$ cat config.mk
export PLATFORM = sky130hd
export DESIGN_NAME = gates_core_flat
export DESIGN_NICKNAME = d
export VERILOG_FILES = /design/src/rtl/gates_pkg.sv /design/src/rtl/gates_if.sv /design/src/rtl/gate_eval.sv /design/src/rtl/gates_core.sv /design/src/flat_wrapper.sv
export SDC_FILE = /design/constraint.sdc
export NUM_CORES = 1
export LEC_CHECK = 0
export ABC_AREA = 1
export CAP_MARGIN = 40
export CORE_AREA = 2 2 39 41
export CTS_CLUSTER_DIAMETER = 120
export DETAILED_ROUTE_END_ITERATION = 10
export DIE_AREA = 0 0 41 43
export PLACE_DENSITY = 0.67
export SYNTH_ARGS = -nofsm -noshare
export SYNTH_HDL_FRONTEND = slang
export SYNTH_SLANG_ARGS = --single-unit
$ cat constraint.sdc
create_clock -name clk_in -period 1.3 [get_ports clk_in]
set_input_delay 0.26 -clock clk_in [delete_from_list [all_inputs] [get_ports clk_in]]
set_output_delay 0.26 -clock clk_in [all_outputs]
set_load 0.005 [all_outputs]
$ cat src/rtl/gates_pkg.sv
// Shared definitions for the registered two-input logic gate unit.
package gates_pkg;

  typedef enum logic [2:0] {
    GATE_AND  = 3'd0,
    GATE_OR   = 3'd1,
    GATE_NAND = 3'd2,
    GATE_NOR  = 3'd3,
    GATE_XOR  = 3'd4,
    GATE_XNOR = 3'd5,
    GATE_NOTA = 3'd6,
    GATE_BUFA = 3'd7
  } gate_op_e;

  localparam int GATE_NUM_OPS = 8;

endpackage

$ cat src/rtl/gates_if.sv
// Operand/result bundle of gates_core. The driver asserts en_in with operands;
// valid_out answers one cycle later with no backpressure (there is no ready).
interface gates_if #(
  parameter int WIDTH = 1
) ();

  logic                      en_in;
  logic [2:0]                op_in;
  logic [WIDTH-1:0]          a_in;
  logic [WIDTH-1:0]          b_in;
  logic [WIDTH-1:0]          z_out;
  logic                      valid_out;
  logic [8*WIDTH-1:0]        all_out;

  modport master (
    output en_in, op_in, a_in, b_in,
    input  z_out, valid_out, all_out
  );

  modport slave (
    input  en_in, op_in, a_in, b_in,
    output z_out, valid_out, all_out
  );

endinterface

$ cat src/rtl/gate_eval.sv
// Purely combinational bitwise evaluation of one gate operation.
module gate_eval
  import gates_pkg::*;
#(
  parameter int WIDTH = 1
) (
  input  gate_op_e         op,
  input  logic [WIDTH-1:0] a,
  input  logic [WIDTH-1:0] b,
  output logic [WIDTH-1:0] z
);

  // NOT/BUF never read b, so an unknown b cannot leak into their results.
  always_comb begin
    z = '0;
    case (op)
      GATE_AND:  z = a & b;
      GATE_OR:   z = a | b;
      GATE_NAND: z = ~(a & b);
      GATE_NOR:  z = ~(a | b);
      GATE_XOR:  z = a ^ b;
      GATE_XNOR: z = ~(a ^ b);
      GATE_NOTA: z = ~a;
      GATE_BUFA: z = a;
      default:   z = '0;
    endcase
  end

endmodule

$ cat src/rtl/gates_core.sv
// Registered logic gate unit: all eight ops evaluated in parallel, the selected
// one and the full set captured when en_in is high.
module gates_core
  import gates_pkg::*;
#(
  parameter int WIDTH = 1
) (
  input logic   clk_in,
  input logic   rst_in,
  gates_if.slave bus
);

  logic [WIDTH-1:0]   res [GATE_NUM_OPS];
  logic [8*WIDTH-1:0] all_d, all_q;
  logic [WIDTH-1:0]   z_d, z_q;
  logic               valid_d, valid_q;

  for (genvar k = 0; k < GATE_NUM_OPS; k++) begin : g_op
    gate_eval #(.WIDTH(WIDTH)) u_eval (
      .op (gate_op_e'(k)),
      .a  (bus.a_in),
      .b  (bus.b_in),
      .z  (res[k])
    );
  end

  always_comb begin
    z_d     = z_q;
    all_d   = all_q;
    valid_d = 1'b0;
    if (bus.en_in) begin
      z_d     = res[bus.op_in];
      valid_d = 1'b1;
      for (int k = 0; k < GATE_NUM_OPS; k++) begin
        all_d[k*WIDTH +: WIDTH] = res[k];
      end
    end
  end

  always_ff @(posedge clk_in) begin
    if (rst_in) begin
      z_q     <= '0;
      all_q   <= '0;
      valid_q <= 1'b0;
    end else begin
      z_q     <= z_d;
      all_q   <= all_d;
      valid_q <= valid_d;
    end
  end

  assign bus.z_out     = z_q;
  assign bus.all_out   = all_q;
  assign bus.valid_out = valid_q;

endmodule

$ cat src/flat_wrapper.sv
// flat-port wrapper written by rule: the top's interface ports become plain ports
module gates_core_flat import gates_pkg::*;
#(
  parameter int WIDTH = 1
)
  (clk_in, rst_in, bus_en_in, bus_op_in, bus_a_in, bus_b_in, bus_z_out, bus_valid_out, bus_all_out);
  gates_if #(.WIDTH(WIDTH)) bus_i ();
  input logic clk_in;
  input logic rst_in;
  input wire logic [$bits(bus_i.en_in)-1:0] bus_en_in;
  input wire logic [$bits(bus_i.op_in)-1:0] bus_op_in;
  input wire logic [$bits(bus_i.a_in)-1:0] bus_a_in;
  input wire logic [$bits(bus_i.b_in)-1:0] bus_b_in;
  output wire logic [$bits(bus_i.z_out)-1:0] bus_z_out;
  output wire logic [$bits(bus_i.valid_out)-1:0] bus_valid_out;
  output wire logic [$bits(bus_i.all_out)-1:0] bus_all_out;
  assign bus_i.en_in = bus_en_in;
  assign bus_i.op_in = bus_op_in;
  assign bus_i.a_in = bus_a_in;
  assign bus_i.b_in = bus_b_in;
  assign bus_z_out = bus_i.z_out;
  assign bus_valid_out = bus_i.valid_out;
  assign bus_all_out = bus_i.all_out;
  gates_core #(.WIDTH(WIDTH)) u_core (.clk_in(clk_in), .rst_in(rst_in), .bus(bus_i));
endmodule
**Word-level counts from Yosys, hierarchy flattened**

Index checks and enable logic that the tools add are counted.

- Divide/modulo/power cells: 0
- Reductions and logical operators: 0
- Shift operators: 0
- Muxes and demuxes: 4
- Order comparisons: 1
- Multiply operators: 0
- Equal/unequal tests: 0
- Bitwise logic cells: 8
- Add/subtract/negate cells: 0

Operators by type and width:

| operator | number |
|---|---|
| $ge A4 B4 Y1 const B | 1 |
| $not A1 Y1 | 4 |
| $not A3 Y4 | 1 |
| $bmux W1 S3 | 1 |
| $mux W1 | 3 |
| $and A1 B1 Y1 | 1 |
| $or A1 B1 Y1 | 1 |
| $xor A1 B1 Y1 | 1 |

- Bits in latches: 0
- Output and inout port bits: 10
- Memory bits (writable): 0
- Bits in read-only memories: 0
- Flip-flop bits (word level): 10
- Bits of input ports: 8
- Memories: 0

**Longest topological paths before layout**

Gate-level depths: netlist of run 1.

- Word-level depth: 5
- Gate-level depth with buffers: 10

**By module**

From an unflattened synthesis of run 1, not the netlist that was laid out.

- Cell total of the unflattened synthesis: 261
- Area, all modules: 1368.8 µm²

By module, submodules not included:

| module | area an instance (µm²) | times used | cells each | sequential area each (µm²) |
|---|---|---|---|---|
| gate_eval | 117.6 | 8 | 25 | 0.0 |
| gates_core | 427.9 | 1 | 61 | 200.2 |

**Worst setup path after synthesis of run 1**

OpenSTA, ideal clock, no wires.

- Path kind: input-to-reg
- Start: input bus_b_in
- End: register u_core.z_q, in the netlist u_core.bus.z_out
- Setup time: 0.109 ns
- Arrival time: 0.961 ns
- Slack: 0.230 ns
- Data required time: 1.191 ns
- Stages on the path: 10
- Cell sequence: inv_1 > ha_1 > inv_1 > nand2_1 > nand2_1 > nand2_1 > nand3_1 > nand3_1 > nand2_1 > inv_1

- Cells in the longest elaborated chain, start to end: 5
- Elaborated cells on any way between the ends: 9
- Those cells by class: mux: 3; bitwise: 6

RTL lines:

| what | line | source |
|---|---|---|
| from (decl) | flat_wrapper.sv:13 | `input wire logic [$bits(bus_i.b_in)-1:0] bus_b_in;` |
| $xor A1 B1 Y1 (*) | n/a |  |
| via u_core.g_op[4].u_eval.z | gate_eval.sv:10 | `output logic [WIDTH-1:0] z` |
| $not A1 Y1 | n/a |  |
| $bmux W1 S3 (*) | gates_core.sv:32 | `z_d = res[bus.op_in];` |
| $mux W1 (implied by the code) (*) (2 in series) | gates_core.sv:32 |  |
| to (signal assigned) | gates_core.sv:46 | `z_q <= z_d;` |
| to (decl) | gates_core.sv:15 | `logic [WIDTH-1:0] z_d, z_q;` |

Mark *: on every way through the listed nets, which the timed path passes. The rest lies on a longest branch. The select of a mux whose other input is x is not followed.
A chain may end at the register's enable or synchronous reset.

**Worst setup path in the final report of run 1**

- Start: input bus_a_in
- End: register u_core.z_q, in the netlist u_core.bus.z_out

- Elaborated cells on any way between the ends: 10
- Those cells by class: mux: 3; bitwise: 7

RTL lines:

| what | line | source |
|---|---|---|
| from (decl) | flat_wrapper.sv:12 | `input wire logic [$bits(bus_i.a_in)-1:0] bus_a_in;` |
| $not A1 Y1 | n/a |  |
| via u_core.g_op[6].u_eval.z | gate_eval.sv:10 |  |
| $bmux W1 S3 | gates_core.sv:32 |  |
| $mux W1 (implied by the code) (2 in series) | gates_core.sv:32 |  |

The timed path passes the listed nets, and every way through them passes these cells. The select of a mux whose other input is x is not followed.

==> results of run 1 <==
==> logic make-up after synthesis <==
| kind of cell | after synthesis | synth area share, % |
|---|---|---|
| flops | 10 | 41.7 |
| buf+inv | 13 | 13.0 |
| compound gates | 6 | 7.29 |
| simple gates | 32 | 27.6 |
| fa+ha+maj | 4 | 10.4 |
==> what timing repair did <==
action	in CTS	in global routing
setup endpoints to repair	11	0
resized for setup	15	0
endpoints found under the hold margin	0	0
==> synthesized netlist by cell type <==
| cell type | count |
|---|---|
| sky130_fd_sc_hd__nand2_1 | 16 |
| sky130_fd_sc_hd__dfxtp_1 | 10 |
| sky130_fd_sc_hd__inv_1 | 10 |
| sky130_fd_sc_hd__nor2_1 | 8 |
| sky130_fd_sc_hd__nand3_1 | 6 |
| sky130_fd_sc_hd__a21oi_1 | 4 |
| sky130_fd_sc_hd__ha_1 | 4 |
| sky130_fd_sc_hd__a211oi_1 | 2 |
| sky130_fd_sc_hd__buf_4 | 1 |
| sky130_fd_sc_hd__clkbuf_8 | 1 |
| sky130_fd_sc_hd__inv_2 | 1 |
| sky130_fd_sc_hd__nor3_1 | 1 |
| sky130_fd_sc_hd__nor3b_1 | 1 |
==> per-layer routing <==
layer / track usage [%] / wire length [um] / share of wire (%)
met1: 14.4 / 415 / 41
met2: 23.4 / 526 / 52
met3: 7.85 / 59 / 5.8
met4: 8.00 / 14 / 1.4
met5: 0 / 0 / 0
==> cell usage in the layout, fill, tap and decap left out, drive strengths merged <==
cell type	Yosys	final
inv	11	11
nor3	1	1
clkdlybuf4s50	0	5
dlygate4sd2	0	12
a21oi	4	4
buf	1	9
a211oi	2	2
ha	4	4
clkbuf	1	4
dfxtp	10	10
nor2	8	8
nand3	6	6
nand2	16	16
nor3b	1	1
==> stage by stage <==
step	hold slack [ns]	area (um2)	setup TNS, ns	power, mW	util (%)
5_1_grt	0.471	752	0	0.803	54.3
2_1_floorplan	0.414	480	0	0.406	-
4_1_cts	0.461	752	0	0.774	54.3
6_report	0.452	752	0	0.759	54.3
3_3_place_gp	0.451	717	-1.10	0.497	51.8
3_5_place_dp	0.451	717	-1.06	0.499	51.8
==> registers in the layout, indices dropped and copies added (netlist names) <==
register	flops
u_core.bus.valid_out	1
u_core.bus.all_out	8
u_core.bus.z_out	1
==> area by class of cell <==
class	instances	area [um2]	area share (%)
Timing Repair Buffer	26	223	29.6
Sequential cell	10	201	26.8
Tap cell	16	20.0	2.66
Inverter	11	41.3	5.49
Multi-Input combinational cell	42	230	30.6
Clock buffer	4	36.3	4.83
==> final timing paths <==
path / end / slack (ns) / depth (start not counted)
worst max-delay path: u_core.bus.z_out / 0.21 / 11
worst min-delay path: u_core.bus.all_out[0] / 0.45 / 2
worst max register to register: u_core.bus.all_out[1] / 0.69 / 2
worst min register to register: u_core.bus.all_out[0] / 0.45 / 2
==> power by group <==
part	internal, mW	switching (mW)
Sequential	0.327	0.00741
Combinational	0.0810	0.0646
Clock	0.170	0.109
Total	0.578	0.181
==> worst register-to-register path, stage by stage (launching register included) <==
cell and delay, ns:
sky130_fd_sc_hd__dfxtp_1 0.32, sky130_fd_sc_hd__nor2_1 0.04, sky130_fd_sc_hd__a211oi_1 0.16
==> impl_metrics.xml, run 1 <==
<?xml version="1.0" encoding="UTF-8"?>
<metrics>
  <group name="logic_synthesis">
    <metric name="yosysTopAreaCell" unit="">sky130_fd_sc_hd__dfxtp_1</metric>
    <metric name="netlist-cell-type-count" unit="">13</metric>
    <metric name="synth.net_count" unit="">77</metric>
    <metric name="postSynthRegisterBits" unit="">10</metric>
    <metric name="postSynthCellCount" unit="">65</metric>
    <metric name="syn-mean-instance-area" unit="um2">7.39</metric>
    <metric name="yosys_warnings" unit="">0</metric>
    <metric name="synth_area" unit="um2">480</metric>
    <metric name="yosysTopAreaCellShare" unit="%">41.7</metric>
    <metric name="synth.yosys.seq_area_share" unit="%">41.7</metric>
    <metric name="synth_area_leaders" unit="">sky130_fd_sc_hd__dfxtp_1 42%, sky130_fd_sc_hd__nand2_1 13%, sky130_fd_sc_hd__ha_1 10%</metric>
  </group>
  <group name="cts">
    <metric name="cts.hold.buffers_added" unit="">0</metric>
    <metric name="clock-sinks" unit="">10</metric>
    <metric name="clkTransAtPathRegs" unit="ns">0.06</metric>
    <metric name="clockRootBuffer" unit="">sky130_fd_sc_hd__clkbuf_4</metric>
    <metric name="cts.repair_timing.setup_buffer_count" unit="">0</metric>
    <metric name="clock_latency" unit="ns">0.27</metric>
    <metric name="cts-buffers-inserted" unit="">3</metric>
    <metric name="cts_tree" unit="">done</metric>
    <metric name="htree_num_levels" unit="">1</metric>
    <metric name="cts-root-to-sink-buffers" unit="">2</metric>
  </group>
  <group name="finish">
    <metric name="final.fill_count" unit="">148</metric>
    <metric name="num_antenna_cells" unit="">0</metric>
    <metric name="layout-drive-gt1-share" unit="%">18.3</metric>
    <metric name="design.final.nets" unit="">106</metric>
    <metric name="area_delta_synth_final" unit="%">56.5</metric>
    <metric name="final_cells" unit="">109</metric>
  </group>
  <group name="setup_path">
    <metric name="cp.arrival" unit="ns">1.27</metric>
    <metric name="category_of_the_most_critical_setup_path" unit="">primary input to flip-flop</metric>
    <metric name="crit_required" unit="ns">1.47</metric>
    <metric name="worst-path-buf-inv" unit="">4</metric>
    <metric name="cell_class_contributing_the_biggest_share_of_worst_path_delay" unit="">buffers and inverters</metric>
    <metric name="r2r-start" unit="">u_core.bus.all_out[1]</metric>
    <metric name="critical_path_cell_sequence" unit="">dlygate4sd2_1 -&gt; inv_1 -&gt; ha_4 -&gt; inv_1 -&gt; nand2_1 -&gt; nand2_1 -&gt; nand2_1 -&gt; nand3_1 -&gt; nand3_1 -&gt; nand2_1 -&gt; inv_1</metric>
    <metric name="cp_common_cell" unit="">sky130_fd_sc_hd__nand2_1</metric>
    <metric name="start_kind" unit="">primary input</metric>
    <metric name="slowest_stage" unit="">sky130_fd_sc_hd__dlygate4sd2_1</metric>
    <metric name="crit_start" unit="">bus_a_in</metric>
    <metric name="critPathMaxStageDelay" unit="ns">0.25</metric>
    <metric name="setup.worst_path.end_class" unit="">flip-flop</metric>
    <metric name="crit_path_max_fanout" unit="">2</metric>
  </group>
  <group name="power">
    <metric name="power_density" unit="mW/mm2">1010</metric>
    <metric name="p_leak" unit="nW">0.398</metric>
    <metric name="vdd_ir_drop_max" unit="mV">0.616</metric>
  </group>
  <group name="sta">
    <metric name="worst_slew_margin_rel" unit="%">87.7</metric>
    <metric name="clock.fmax" unit="MHz">915</metric>
    <metric name="report.final.slew_viol_count" unit="">0</metric>
    <metric name="report.final.hold_viol_count" unit="">0</metric>
    <metric name="clock_skew" unit="ns">0</metric>
    <metric name="finalSetupViolCount" unit="">0</metric>
    <metric name="worst-slew-pin-transition" unit="ns">0.183</metric>
    <metric name="least_setup_slack_across_all_paths_after_layout" unit="ns">0.207</metric>
    <metric name="grt_setup_unrepaired" unit="">no</metric>
    <metric name="final_min_period_over_clock_period" unit="%">84.1</metric>
    <metric name="min_period" unit="ns">1.09</metric>
  </group>
  <group name="grt">
    <metric name="grt_first_pass_wirelength" unit="mm">1.70</metric>
    <metric name="grt_pass1_vias" unit="">472</metric>
    <metric name="grt.overflow.total" unit="">0</metric>
    <metric name="grt_usage" unit="%">14.7</metric>
    <metric name="largest_net_degree_at_the_start_of_global_routing" unit="">8</metric>
    <metric name="antenna_found_initial" unit="">0</metric>
  </group>
  <group name="detailed_routing">
    <metric name="drt_wl_total" unit="mm">1.02</metric>
    <metric name="dr.pass1.iters" unit="">4</metric>
    <metric name="via_per_inst" unit="">4.42</metric>
    <metric name="drt-wirelength-per-cell" unit="um">9.31</metric>
    <metric name="remaining_drc_errors" unit="">0</metric>
    <metric name="detail-route-antenna-nets" unit="">0</metric>
    <metric name="detail_route.iter0.violations" unit="">4</metric>
    <metric name="vias_post_dr" unit="">482</metric>
  </group>
  <group name="worst_hold_path">
    <metric name="hold_path.class" unit="">flip-flop to flip-flop</metric>
    <metric name="worstHoldStart" unit="">u_core.bus.all_out[0]</metric>
  </group>
  <group name="floorplan">
    <metric name="coreArea" unit="mm2">0.00138</metric>
    <metric name="die_area" unit="mm2">0.00176</metric>
    <metric name="placement_rows" unit="">14</metric>
    <metric name="chipHeight" unit="um">43</metric>
    <metric name="die_width" unit="um">41</metric>
    <metric name="initial_utilization" unit="%">34.7</metric>
    <metric name="ioPinCount" unit="">18</metric>
  </group>
  <group name="placement">
    <metric name="portBuffers" unit="">17</metric>
    <metric name="dp_hpwl" unit="um">798</metric>
    <metric name="total_instance_count_after_detailed_placement" unit="">105</metric>
    <metric name="globalplace.congestion" unit="">0.707</metric>
    <metric name="place_worst_setup_slack" unit="ns">-0.348</metric>
  </group>
  <group name="outcome">
    <metric name="status" unit="">complete, no violations</metric>
  </group>
  <group name="flow_run">
    <metric name="cap_viol_max_count" unit="">0</metric>
  </group>
</metrics>
Power figures use the tool's default switching activity.
==> run 2: changes to the inputs <==
==> constraint.sdc (replaced) <==
create_clock -name clk_in -period 1.1 [get_ports clk_in]
set_input_delay 0.22 -clock clk_in [delete_from_list [all_inputs] [get_ports clk_in]]
set_output_delay 0.22 -clock clk_in [all_outputs]
set_load 0.005 [all_outputs]
==> run 2 against run 1 <==
Compared with the run above: sequential power up 18%; non-clock buffer count down 1; setup slack worse by 0.17 ns; die area unchanged; wire length up 7.1%; largest power group unchanged.
==> impl_metrics.xml, run 2 (synthesis results as in run 1) <==
<?xml version="1.0" encoding="UTF-8"?>
<metrics>
  <group name="sta">
    <metric name="final_min_period_over_clock_period" unit="%">96.4</metric>
    <metric name="clock_skew" unit="ns">0</metric>
    <metric name="final.hold.worst_slack" unit="ns">0.456</metric>
    <metric name="report.final.hold_viol_count" unit="">0</metric>
    <metric name="min_period" unit="ns">1.06</metric>
    <metric name="clock.fmax" unit="MHz">943</metric>
    <metric name="worst_slew_margin_rel" unit="%">88.3</metric>
    <metric name="report.final.slew_viol_count" unit="">0</metric>
    <metric name="worst-slew-pin-transition" unit="ns">0.174</metric>
    <metric name="grt_setup_unrepaired" unit="">no</metric>
    <metric name="finalSetupViolCount" unit="">0</metric>
  </group>
  <group name="setup_path">
    <metric name="cell_class_contributing_the_biggest_share_of_worst_path_delay" unit="">flip-flops</metric>
    <metric name="start_kind" unit="">flip-flop</metric>
    <metric name="reg2regPathDepth" unit="">4</metric>
    <metric name="critical_path_cell_sequence" unit="">dlygate4sd2_1</metric>
    <metric name="r2r-start" unit="">u_core.bus.z_out</metric>
    <metric name="slowest_stage" unit="">sky130_fd_sc_hd__dfxtp_2</metric>
    <metric name="timing.rr.end" unit="">u_core.bus.z_out</metric>
    <metric name="cp.arrival" unit="ns">0.84</metric>
    <metric name="crit_required" unit="ns">0.88</metric>
    <metric name="register_to_register_setup_slack" unit="ns">0.49</metric>
    <metric name="category_of_the_most_critical_setup_path" unit="">flip-flop to output port</metric>
    <metric name="setup.worst_path.end_class" unit="">output port</metric>
    <metric name="worst-path-buf-inv" unit="">1</metric>
    <metric name="crit_path_max_fanout" unit="">2</metric>
    <metric name="critPathMaxStageDelay" unit="ns">0.32</metric>
  </group>
  <group name="power">
    <metric name="clock_power_share" unit="%">37.1</metric>
    <metric name="p_leak" unit="nW">0.388</metric>
    <metric name="sw_frac_of_total" unit="%">24.2</metric>
    <metric name="vdd_ir_drop_max" unit="mV">0.741</metric>
    <metric name="power.share.sequential" unit="%">44.0</metric>
    <metric name="power.combinational.fraction" unit="%">19.0</metric>
    <metric name="power_report.internal_total" unit="mW">0.680</metric>
    <metric name="netSwitchingPower" unit="mW">0.218</metric>
    <metric name="power_density" unit="mW/mm2">1200</metric>
  </group>
  <group name="grt">
    <metric name="grt_usage" unit="%">15.9</metric>
    <metric name="grt.overflow.total" unit="">0</metric>
    <metric name="grt_first_pass_wirelength" unit="mm">1.77</metric>
    <metric name="grt_pass1_vias" unit="">427</metric>
    <metric name="largest_net_degree_at_the_start_of_global_routing" unit="">7</metric>
    <metric name="antenna_found_initial" unit="">0</metric>
  </group>
  <group name="floorplan">
    <metric name="chipHeight" unit="um">43</metric>
    <metric name="initial_utilization" unit="%">34.7</metric>
    <metric name="placement_rows" unit="">14</metric>
    <metric name="coreArea" unit="mm2">0.00138</metric>
    <metric name="ioPinCount" unit="">18</metric>
    <metric name="die_area" unit="mm2">0.00176</metric>
    <metric name="die_width" unit="um">41</metric>
  </group>
  <group name="finish">
    <metric name="final.fill_count" unit="">141</metric>
    <metric name="design.final.nets" unit="">105</metric>
    <metric name="area_delta_synth_final" unit="%">55.5</metric>
    <metric name="num_antenna_cells" unit="">0</metric>
    <metric name="multiInputGateArea" unit="um2">230</metric>
    <metric name="final_cells" unit="">108</metric>
    <metric name="layout.cells.most_common" unit="">sky130_fd_sc_hd__nand2_1</metric>
    <metric name="mostFrequentLayoutCells" unit="">16 x sky130_fd_sc_hd__nand2_1, 10 x sky130_fd_sc_hd__dlygate4sd2_1, 9 x sky130_fd_sc_hd__dfxtp_1</metric>
    <metric name="layout-drive-gt1-share" unit="%">18.5</metric>
    <metric name="largest_register_ff_count" unit="">8</metric>
    <metric name="layout.area.seq" unit="um2">201</metric>
  </group>
  <group name="cts">
    <metric name="clock-sinks" unit="">10</metric>
    <metric name="cts_tree" unit="">done</metric>
    <metric name="cts-buffers-inserted" unit="">3</metric>
    <metric name="cts-root-to-sink-buffers" unit="">2</metric>
    <metric name="cts.hold.buffers_added" unit="">0</metric>
    <metric name="htree_num_levels" unit="">1</metric>
    <metric name="cts.repair_timing.setup_buffer_count" unit="">0</metric>
    <metric name="clockRootBuffer" unit="">sky130_fd_sc_hd__clkbuf_4</metric>
    <metric name="clkTransAtPathRegs" unit="ns">0.07</metric>
    <metric name="clock_latency" unit="ns">0.27</metric>
  </group>
  <group name="detailed_routing">
    <metric name="detail_route.iter0.violations" unit="">11</metric>
    <metric name="drt_wl_total" unit="mm">1.09</metric>
    <metric name="detail-route-antenna-nets" unit="">0</metric>
    <metric name="vias_post_dr" unit="">477</metric>
    <metric name="remaining_drc_errors" unit="">0</metric>
    <metric name="dr.pass1.iters" unit="">3</metric>
    <metric name="via_per_inst" unit="">4.42</metric>
    <metric name="drt-wirelength-per-cell" unit="um">10.1</metric>
  </group>
  <group name="worst_hold_path">
    <metric name="worstHoldStart" unit="">u_core.bus.all_out[6]</metric>
    <metric name="hold_path.class" unit="">flip-flop to flip-flop</metric>
    <metric name="worstHoldEndpoint" unit="">u_core.bus.all_out[6]</metric>
    <metric name="holdPathStages" unit="">2</metric>
  </group>
  <group name="placement">
    <metric name="total_instance_count_after_detailed_placement" unit="">104</metric>
    <metric name="globalplace.congestion" unit="">0.716</metric>
    <metric name="dp_hpwl" unit="um">835</metric>
    <metric name="portBuffers" unit="">17</metric>
  </group>
  <group name="flow_run">
    <metric name="cap_viol_max_count" unit="">0</metric>
  </group>
  <group name="outcome">
    <metric name="status" unit="">complete, no violations</metric>
  </group>
</metrics>
run 2: cell count changes in the layout (fill, tap and decap cells not counted):
| cell | change |
|---|---|
| sky130_fd_sc_hd__inv_2 | +1 |
| sky130_fd_sc_hd__inv_1 | -1 |
| sky130_fd_sc_hd__buf_4 | -1 |
| sky130_fd_sc_hd__dlygate4sd2_1 | -2 |
| sky130_fd_sc_hd__clkdlybuf4s15_1 | +2 |
run 2: layout make-up:
cell class | count | share of cell area, %
flip-flops and latches | 10 | 27.0
repair buffers | 25 | 29.1
multi-input cells | 42 | 30.8
clock buffers | 4 | 4.86
well taps | 16 | 2.68
inverters | 11 | 5.53
run 2: repair_timing:
action | 4_1_cts | 5_1_grt
pin swaps | 1 | 0
endpoints found under the setup margin | 13 | 3
gates resized for setup | 15 | 3
run 2: worst max-delay path by stage:
stage	start	endpoint	slack, ns	cells past startpoint
2_1_floorplan	bus_b_in	u_core.bus.z_out	0.07	10
3_3_place_gp	bus_b_in	u_core.bus.z_out	-0.49	11
3_5_place_dp	bus_b_in	u_core.bus.z_out	-0.52	11
4_1_cts	u_core.bus.all_out[0]	bus_all_out[0]	0.02	1
5_1_grt	u_core.bus.all_out[7]	bus_all_out[7]	0.002	1
6_report	u_core.bus.all_out[0]	bus_all_out[0]	0.04	1
run 2: stage by stage:
step | setup TNS [ns] | power (mW) | utilization [%] | setup slack (ns) | instance area, um2
after floorplan | 0 | 0.480 | - | 0.0702 | 480
after global routing | 0 | 0.949 | 54.0 | 0.00222 | 747
after detailed placement | -2.20 | 0.586 | 51.3 | -0.520 | 709
after global placement | -1.97 | 0.583 | 51.3 | -0.487 | 709
final | 0 | 0.898 | 54.0 | 0.0401 | 747
after CTS | 0 | 0.906 | 52.9 | 0.0232 | 732
run 2: per-layer routing:
| layer | up-vias | global-route usage, % | part of all wire [%] |
|---|---|---|---|
| met5 | - | 0 | 0 |
| met4 | 0 | 10.0 | 1.7 |
| met3 | 2 | 9.42 | 6.0 |
| met2 | 12 | 24.1 | 51 |
| met1 | 206 | 15.5 | 42 |
| li1 | 257 | - | - |
run 2: worst register-to-register path, stage by stage (launching register included):
cell                      delay (ns)
sky130_fd_sc_hd__dfxtp_1        0.31
sky130_fd_sc_hd__nor2_1         0.08
sky130_fd_sc_hd__nor2_1         0.04
sky130_fd_sc_hd__nand2_1        0.05
sky130_fd_sc_hd__inv_1          0.03
run 2: power by group through the flow:
stage                     clock network [mW]  registers, mW  logic (mW)
after detailed placement                   0          0.404       0.182
after floorplan                            0          0.407      0.0736
final                                  0.333          0.395       0.170
after global routing                   0.361          0.397       0.191
after global placement                     0          0.403       0.179
after CTS                              0.346          0.395       0.166
